`config.mk`:
```
export PLATFORM = sky130hd
export DESIGN_NAME = mult32x32_ctrl
export DESIGN_NICKNAME = d
export VERILOG_FILES = /design/src/rtl/mult32x32_ctrl.sv
export SDC_FILE = /design/constraint.sdc
export NUM_CORES = 1
export LEC_CHECK = 0
export CAP_MARGIN = 20
export CORE_MARGIN = 5
export CORE_UTILIZATION = 41
export CTS_BUF_LIST = sky130_fd_sc_hd__clkbuf_4 sky130_fd_sc_hd__clkbuf_8
export DETAILED_ROUTE_END_ITERATION = 10
export PLACE_DENSITY = 0.89
export REMOVE_ABC_BUFFERS = 1
export SYNTH_ARGS = -nofsm -noshare
export SYNTH_HDL_FRONTEND = slang
export SYNTH_SLANG_ARGS = --single-unit
```
`constraint.sdc`:
```
create_clock -name clk -period 5.25 [get_ports clk]
set_input_delay 0.525 -clock clk [delete_from_list [all_inputs] [get_ports clk]]
set_output_delay 0.525 -clock clk [all_outputs]
set_load 0.03 [all_outputs]
```
`src/rtl/mult32x32_ctrl.sv`:
```
// Control FSM for the 32x32 multiplier: sequences up to four 16x16 partial
// products into the arithmetic unit and reports completion with a done pulse.
module mult32x32_ctrl #(
  parameter bit SKIP_ZERO = 1'b1,
  parameter int CNT_W     = 16
) (
  input  logic             clk,
  input  logic             reset,
  input  logic             start,
  input  logic [31:0]      a,
  input  logic [31:0]      b,
  output logic             busy,
  output logic             done,
  output logic             a_sel,
  output logic             b_sel,
  output logic [1:0]       shift_sel,
  output logic             upd_prod,
  output logic             clr_prod,
  output logic [CNT_W-1:0] mult_count
);

  typedef enum logic [1:0] {IDLE, STEP, DONE} state_e;

  state_e           state_q, state_d;
  logic [1:0]       step_q, step_d;
  logic [CNT_W-1:0] count_q, count_d;
  logic [3:0]       stepEn;
  logic [2:0]       nextHit;

  // Returns {found, index} of the lowest enabled step at or above 'from'.
  function automatic logic [2:0] nextStep(input logic [3:0] en, input logic [2:0] from);
    logic [2:0] r;
    r = 3'b000;
    for (int i = 3; i >= 0; i--) begin
      if ((3'(i) >= from) && en[i]) r = {1'b1, 2'(i)};
    end
    return r;
  endfunction

  // Step i pairs a-half ~i[1] with b-half ~i[0]; enables follow the live operands.
  always_comb begin
    if (SKIP_ZERO) begin
      stepEn = {(|a[31:16]) & (|b[31:16]),
                (|a[31:16]) & (|b[15:0]),
                (|a[15:0])  & (|b[31:16]),
                (|a[15:0])  & (|b[15:0])};
    end else begin
      stepEn = 4'hF;
    end
  end

  always_ff @(posedge clk) begin
    if (reset) begin
      state_q <= IDLE;
      step_q  <= 2'd0;
      count_q <= '0;
    end else begin
      state_q <= state_d;
      step_q  <= step_d;
      count_q <= count_d;
    end
  end

  always_comb begin
    state_d = state_q;
    step_d  = step_q;
    count_d = count_q;
    nextHit = 3'b000;
    case (state_q)
      IDLE: begin
        if (start) begin
          nextHit = nextStep(stepEn, 3'd0);
          state_d = nextHit[2] ? STEP : DONE;
          step_d  = nextHit[1:0];
        end
      end
      STEP: begin
        nextHit = nextStep(stepEn, {1'b0, step_q} + 3'd1);
        state_d = nextHit[2] ? STEP : DONE;
        step_d  = nextHit[2] ? nextHit[1:0] : step_q;
      end
      DONE: begin
        state_d = IDLE;
        count_d = count_q + CNT_W'(1);
      end
      default: state_d = IDLE;
    endcase
  end

  // Every output is forced low while reset is held, even the Mealy clear.
  always_comb begin
    busy       = 1'b0;
    done       = 1'b0;
    a_sel      = 1'b0;
    b_sel      = 1'b0;
    shift_sel  = 2'b00;
    upd_prod   = 1'b0;
    clr_prod   = 1'b0;
    mult_count = '0;
    if (!reset) begin
      mult_count = count_q;
      case (state_q)
        IDLE: clr_prod = start;
        STEP: begin
          busy     = 1'b1;
          upd_prod = 1'b1;
          a_sel    = ~step_q[1];
          b_sel    = ~step_q[0];
          case (step_q)
            2'd0:    shift_sel = 2'b00;
            2'd3:    shift_sel = 2'b10;
            default: shift_sel = 2'b01;
          endcase
        end
        DONE: begin
          busy      = 1'b1;
          done      = 1'b1;
          shift_sel = 2'b11;
        end
        default: ;
      endcase
    end
  end

endmodule

```
==> out/qor.csv, run 1 <==
stage,metric,value,unit
timing,Final min period,3100,ps
power_and_ir_drop,switching power share of the total,33.6,%
drt,DRC violation count after routing,0,
clock_tree,clock network latency to the later pin of the worst-skew pair,260,ps
yosys,total standard cell area after synthesis,1500,sq um
critical_path,largest driver fanout on the critical path,20,
global_route,initial antenna violation count,0,
global_route,total global routing overflow,0,
clock_tree,"Gates resized, CTS repair",0,
critical_path,required arrival time at the worst endpoint,4720,ps
finish,number of nets in the layout,350,
yosys,list of most frequent post-synthesis cells,"nor2_1 (23), dfxtp_1 (20), nor2b_1 (15)",
clock_tree,buffers inserted during post-CTS setup optimization,0,
yosys,"Seq/Total Area, Yosys",26.8,%
placement,Post-Place Cell Area,2440,sq um
power_and_ir_drop,power per cell area,240,nW/um^2
die,Starting Density,41.5,%
timing,Hold Slack,507,ps
finish,"final std cell area, no fill",2510,sq um
yosys,portion of synthesized cell area occupied by the leading cell type,26.8,%
die,cell row count,22,
drt,post-DR wirelength/cell,14.5,um
yosys,"FFs w/ async S/R, synth",0,%
timing,total count of hold-check failures in the final report,0,
die,number of ports placed on the die boundary,91,
placement,DP HPWL,3830,um
clock_tree,CTS Buffer Depth,2,
power_and_ir_drop,static power due to leakage,0.000913,uW
power_and_ir_drop,portion of total power attributed to combinational logic,45.4,%
drt,Initial DRT Pass Iterations,4,
critical_path,cell type of the slowest stage on the worst timing path,clkdlybuf4s50_1,
drt,overall via count from detail_route,1643,
yosys,Ys Warns,0,
clock_tree,clock net sink count,20,
die,core footprint,3610,sq um
critical_path,crit path cell chain,clkdlybuf4s50_1 -> inv_1 -> nand2_1 -> nor2_1 -> clkdlybuf4s50_1,
timing,slew at the pin closest to its max-slew limit,657,ps
power_and_ir_drop,cell internal pwr,401,uW
global_route,Total Routing Usage GR,18.6,%
timing,portion of the clock cycle consumed by the worst path in the final layout,59.0,%
drt,Starting DRT DRC Count,58,
placement,RePlAce Congestion,0.835,
yosys,number of distinct standard cells referenced by the synthesized netlist,40,
yosys,top_reg_cell synth,dfxtp_1,
clock_tree,clock tree from TritonCTS,yes,
critical_path,sort of element at the start of the critical path,input pin,
die,Vert. Die Dim,70.4,um
drt,final routed wirelength across all metal layers,4650,um
timing,Fin Clk Skew,7.17,ps
timing,"Setup violations, final",0,
worst_hold_path,class of the worst hold path,reg2reg,
critical_path,startpoint of the worst register-to-register path,state_q[0],
power_and_ir_drop,overall power of the completed layout,604,uW
critical_path,R2R cell count,7,
global_route,vias in the first global route,1675,
die,Die Footprint,4950,sq um
timing,setup repair after global routing missed its margin,false,
yosys,top post-synthesis cells by area,"dfxtp_1 (27%), ha_1 (7.5%), nor2b_1 (6.3%)",
yosys,Post-Syn Area per Cell,8.13,sq um
critical_path,crit path capture,a_sel,
clock_tree,clock buffers created by TritonCTS,3,
finish,layout cells sized above 1,5.13,%
critical_path,maximum single-stage delay on the critical path,750,ps
critical_path,WP data arrival,2570,ps
die,width of the die,70.4,um
power_and_ir_drop,clock share of power,25.2,%
clock_tree,hold buffer count at CTS,0,
finish,diode insertion count for antenna repair,0,
power_and_ir_drop,part of the power in registers,29.4,%
power_and_ir_drop,Switching Power,203,uW
yosys,number of synthesized flops with an enable pin,0,
clock_tree,CTS H-tree depth,1,
critical_path,register-to-register setup slack,3350,ps
worst_hold_path,hold path startpoint,count_q[8],
timing,worst relative slew slack,56.1,%
critical_path,first element of the critical path,reset,
global_route,pin count of the biggest net entering global routing,21,
yosys,Mapped Cells,184,
finish,area overhead of the layout relative to synthesis,67.9,%
finish,end-of-flow core utilization,69.6,%
critical_path,Setup CP Type,in2out,
timing,Total Negative Setup Slacks,0,ps
critical_path,r2r endpoint,count_q[14],
critical_path,category of the worst setup path capture point,primary output,
drt,routed via count divided by cell count,5.12,
timing,Max Clk Rate,0.323,GHz
run,count of max-cap constraint violations,0,
drt,antenna-violating nets left,0,
worst_hold_path,Hold Path Cell Cnt,2,
critical_path,most frequent cell on the critical path,clkdlybuf4s50_1,
critical_path,"delay-heaviest family, CP",buffers and inverters,
yosys,post-synthesis sequential element count,20,
critical_path,Crit. path cell count,5,
critical_path,count of buffer and inverter cells on the critical path,3,
power_and_ir_drop,Worst IR Drop VDD,0.163,mV
placement,port buffer count,90,
global_route,first-pass GRT wire length,7510,um
yosys,most frequently used cell type in the post-synthesis netlist,nor2_1,
clock_tree,"Reg clk slew, reported paths",80,ps
run_status,status,"finished, final reports clean",
clock_tree,CTS Root Buffer Type,clkbuf_8,
yosys,cell taking the most area after synthesis,dfxtp_1,
timing,pins over their slew limit,0,
## stage by stage
stage               setup slack, ps  instances
detailed placement             2140        317
floorplan                      3490        178
CTS                            2140        321
global placement               2160        317
finish                         2150        321
global route                   1980        321
## layout make-up
| cell class | count | area (sq um) |
|---|---|---|
| Clock buffer | 3 | 41.3 |
| Clock inverter | 1 | 30.0 |
| Fill cell | 294 | 1090 |
| Inverter | 11 | 41.3 |
| Multi-Input combinational cell | 147 | 1030 |
| Sequential cell | 20 | 400 |
| Tap cell | 48 | 60.1 |
| Timing Repair Buffer | 91 | 908 |
## worst min-delay path by stage
stage,end,slack [ps]
3_3_place_gp,count_q[8],490
6_report,count_q[8],510
2_1_floorplan,count_q[8],470
3_5_place_dp,count_q[8],500
5_1_grt,count_q[15],570
4_1_cts,count_q[8],510
## state kept, by name (all words and copies together), names as in the netlist
signal,count
state_q,2
count_q,16
step_q,2
## cells by family after synthesis
| family | count (synthesis) | synth area share (%) |
|---|---|---|
| adder cells (fa/ha/maj) | 9 | 7.53 |
| flip-flops | 20 | 26.8 |
| AO/OA/AOI/OAI | 27 | 13.9 |
| XOR/XNOR | 13 | 7.62 |
| AND/OR/NAND/NOR | 96 | 38.4 |
| multiplexers | 2 | 1.42 |
| buffers and inverters | 17 | 4.35 |
## metal layers
layer	vias to the layer above	wire length, um	track usage, %
met2	49	2600	35.7
met5	-	0	0
li1	841	-	-
met3	4	224	4.46
met1	749	1800	20.3
met4	0	25	4.04
## worst reg2reg max path: stages (launching register included)
cell and delay, ps:
dfxtp_1 310, inv_1 100, ha_1 380, nand4_1 270, nor4_2 340, nand3_1 150, xor2_1 170, nor2_1 60
## power groups by stage
stage	registers [uW]	logic, uW	clock network (uW)
global route	179	298	163
CTS	177	273	156
detailed placement	181	271	0
floorplan	177	160	0
global placement	181	268	0
finish	178	274	152
## cell usage in the layout, fill, tap and decap left out, drive strengths merged, types with 2 or more instances in the layout
cell type / instances
nor2b: 15
nor3: 2
ha: 9
nor2: 23
dfxtp: 20
o21bai: 2
o211ai: 2
a31oi: 2
a21oi: 5
nand3: 3
nand2: 13
inv: 11
nand4: 11
clkbuf: 3
xor2: 8
o2bb2ai: 2
o21ai: 3
a41oi: 2
nor4: 17
clkdlybuf4s50: 90
xnor2: 5
and3: 6
or3: 3
nand2b: 2
(Power assumes the default switching activity.)
==> run 2, diff against run 1 <==
- CORE_UTILIZATION: 41 -> 35
- PLACE_DENSITY: 0.89 -> 0.81
- clock period: 5.25 -> 2.8 ns (I/O delays scaled with it)
==> out/qor.csv, run 2 (synthesis gave the netlist of run 1 again) <==
stage,metric,value,unit,change
run,count of max-cap constraint violations,0,,unchanged
timing,Fin Clk Skew,7.65,ps,+0.477 ps
drt,routed via count divided by cell count,4.91,,-4.0%
timing,worst-case setup margin in the final layout,536,ps,-1620 ps
critical_path,R2R cell count,7,,unchanged
worst_hold_path,hold path startpoint,count_q[15],,
global_route,initial antenna violation count,0,,unchanged
placement,RePlAce Congestion,0.859,,+3.0%
timing,Total Negative Setup Slacks,0,ps,unchanged
power_and_ir_drop,power per cell area,412,nW/um^2,+71%
global_route,first-pass GRT wire length,7000,um,-6.7%
global_route,Total Routing Usage GR,15.8,%,-2.8 points
critical_path,largest driver fanout on the critical path,10,,-50%
timing,Max Clk Rate,0.442,GHz,
critical_path,first element of the critical path,state_q[1],,
placement,DP HPWL,3840,um,+0.22%
die,number of ports placed on the die boundary,91,,unchanged
placement,port buffer count,90,,unchanged
worst_hold_path,hold-critical path endpoint,count_q[15],,
power_and_ir_drop,overall power of the completed layout,1020,uW,+69%
clock_tree,"Reg clk slew, reported paths",70,ps,about the same
drt,post-DR wirelength/cell,14.0,um,-3.3%
timing,portion of the clock cycle consumed by the worst path in the final layout,80.8,%,
critical_path,r2r endpoint,count_q[15],,
die,Vert. Die Dim,75.4,um,+7.1%
finish,"count of placed standard cells in the final layout, fillers left out",322,,+0.31%
global_route,total global routing overflow,0,,unchanged
clock_tree,buffers inserted during post-CTS setup optimization,0,,unchanged
drt,antenna-violating nets left,0,,unchanged
timing,total count of hold-check failures in the final report,0,,unchanged
clock_tree,hold buffer count at CTS,0,,unchanged
finish,Seq. cell area,400,sq um,unchanged
power_and_ir_drop,static power due to leakage,0.000901,uW,-1.3%
finish,"leading cell type in the layout, fill and taps excluded",clkdlybuf4s50_1,,
clock_tree,CTS Root Buffer Type,clkbuf_8,,
finish,area used by multi-input combinational logic,1030,sq um,unchanged
finish,registers with the highest flip-flop counts,"count_q: 16 flops, state_q: 2 flops, step_q: 2 flops",,
critical_path,maximum single-stage delay on the critical path,690,ps,-60 ps
finish,area overhead of the layout relative to synthesis,65.9,%,
drt,final routed wirelength across all metal layers,4510,um,-3.0%
finish,Filler Cells Inserted,383,,+30%
timing,pins over their slew limit,0,,unchanged
die,width of the die,75.4,um,+7.1%
placement,worst setup slack before clock tree synthesis,666,ps,-1480 ps
die,core footprint,4060,sq um,+13%
critical_path,cell type of the slowest stage on the worst timing path,clkdlybuf4s50_1,,
clock_tree,clock buffers created by TritonCTS,3,,unchanged
timing,Final min period,2260,ps,
timing,slew at the pin closest to its max-slew limit,437,ps,-219 ps
critical_path,required arrival time at the worst endpoint,2520,ps,-2200 ps
global_route,pin count of the biggest net entering global routing,36,,+71%
drt,Starting DRT DRC Count,109,,+88%
critical_path,startpoint of the worst register-to-register path,state_q[0],,
clock_tree,clock network latency to the later pin of the worst-skew pair,260,ps,about the same
finish,number of nets in the layout,350,,unchanged
die,Die Footprint,5680,sq um,+15%
die,cell row count,23,,+4.5%
placement,cell count after placement,319,,+0.63%
timing,setup repair after global routing missed its margin,false,,
drt,overall via count from detail_route,1582,,-3.7%
finish,layout cells sized above 1,5.15,%,+0.019 points
finish,most frequent cells in the layout,"clkdlybuf4s50_1 (89), nor2_1 (23), dfxtp_1 (20)",,
worst_hold_path,Hold Path Cell Cnt,2,,unchanged
finish,register with the highest flop count,count_q,,
timing,Hold Slack,527,ps,+19.7 ps
critical_path,Setup CP Type,reg2out,,
timing,worst relative slew slack,70.6,%,+15 points
finish,diode insertion count for antenna repair,0,,unchanged
clock_tree,clock tree from TritonCTS,yes,,
finish,"flip-flop count of the largest register, all copies and words added",16,,unchanged
clock_tree,"Gates resized, CTS repair",0,,unchanged
run_status,status,"finished, final reports clean",,
critical_path,category of the worst setup path capture point,primary output,,
timing,"Setup violations, final",0,,unchanged
critical_path,crit path cell chain,inv_1 -> ha_1 -> nand2_1 -> nor2_1 -> clkdlybuf4s50_1,,
clock_tree,clock net sink count,20,,unchanged
die,Starting Density,36.8,%,-4.6 points
drt,Initial DRT Pass Iterations,4,,unchanged
global_route,vias in the first global route,1530,,-8.7%
critical_path,register-to-register setup slack,940,ps,-2410 ps
critical_path,WP data arrival,1980,ps,-590 ps
clock_tree,CTS H-tree depth,1,,unchanged
drt,DRC violation count after routing,0,,unchanged
critical_path,sort of element at the start of the critical path,flip-flop,,
power_and_ir_drop,Worst IR Drop VDD,0.258,mV,+58%
worst_hold_path,class of the worst hold path,reg2reg,,
clock_tree,CTS Buffer Depth,2,,unchanged
## run 2: cell count changes in the layout (fill, tap and decap cells not counted), sizes merged
cell,change
buf,+1
clkdlybuf4s50,-1
bufinv,-1
## run 2: power breakdown
part	internal (uW)	total [uW]	switching, uW
logic	254	512	257
clock network	95.7	180	84.5
registers	307	331	24.6
## run 2: area by class of cell
cell class | count | area share [%]
Multi-Input combinational cell | 147 | 41.5
Inverter | 11 | 1.66
Clock buffer | 3 | 1.66
Sequential cell | 20 | 16.1
Tap cell | 50 | 2.52
Timing Repair Buffer | 91 | 36.5
## run 2: worst max-delay path, delay by kind of cell (launching register included)
kind | cells | cell delay (ps)
adders and majority gates | 1 | 360
buffers and inverters | 2 | 780
DFF | 1 | 310
and+or+nand+nor | 2 | 290
## run 2: through the flow
stage	area (sq um)	utilization, %
floorplan	1470	-
global placement	2440	60.1
detailed placement	2440	60.1
CTS	2480	61.1
global route	2480	61.1
finish	2480	61.1
## run 2: worst max-delay path by stage
stage,endpoint,slack (ps),depth (start not counted)
floorplan,step_q[0],1120,7
global placement,step_q[1],660,6
detailed placement,step_q[1],670,6
CTS,b_sel,530,5
global route,a_sel,380,5
finish,b_sel,540,5
## run 2: routing by layer
layer	vias to the layer above	share of wire [%]	GRT usage (%)
met4	0	0.36	2.33
li1	837	-	-
met3	3	4.2	2.37
met2	28	52	28.7
met5	-	0	0
met1	714	43	20.2
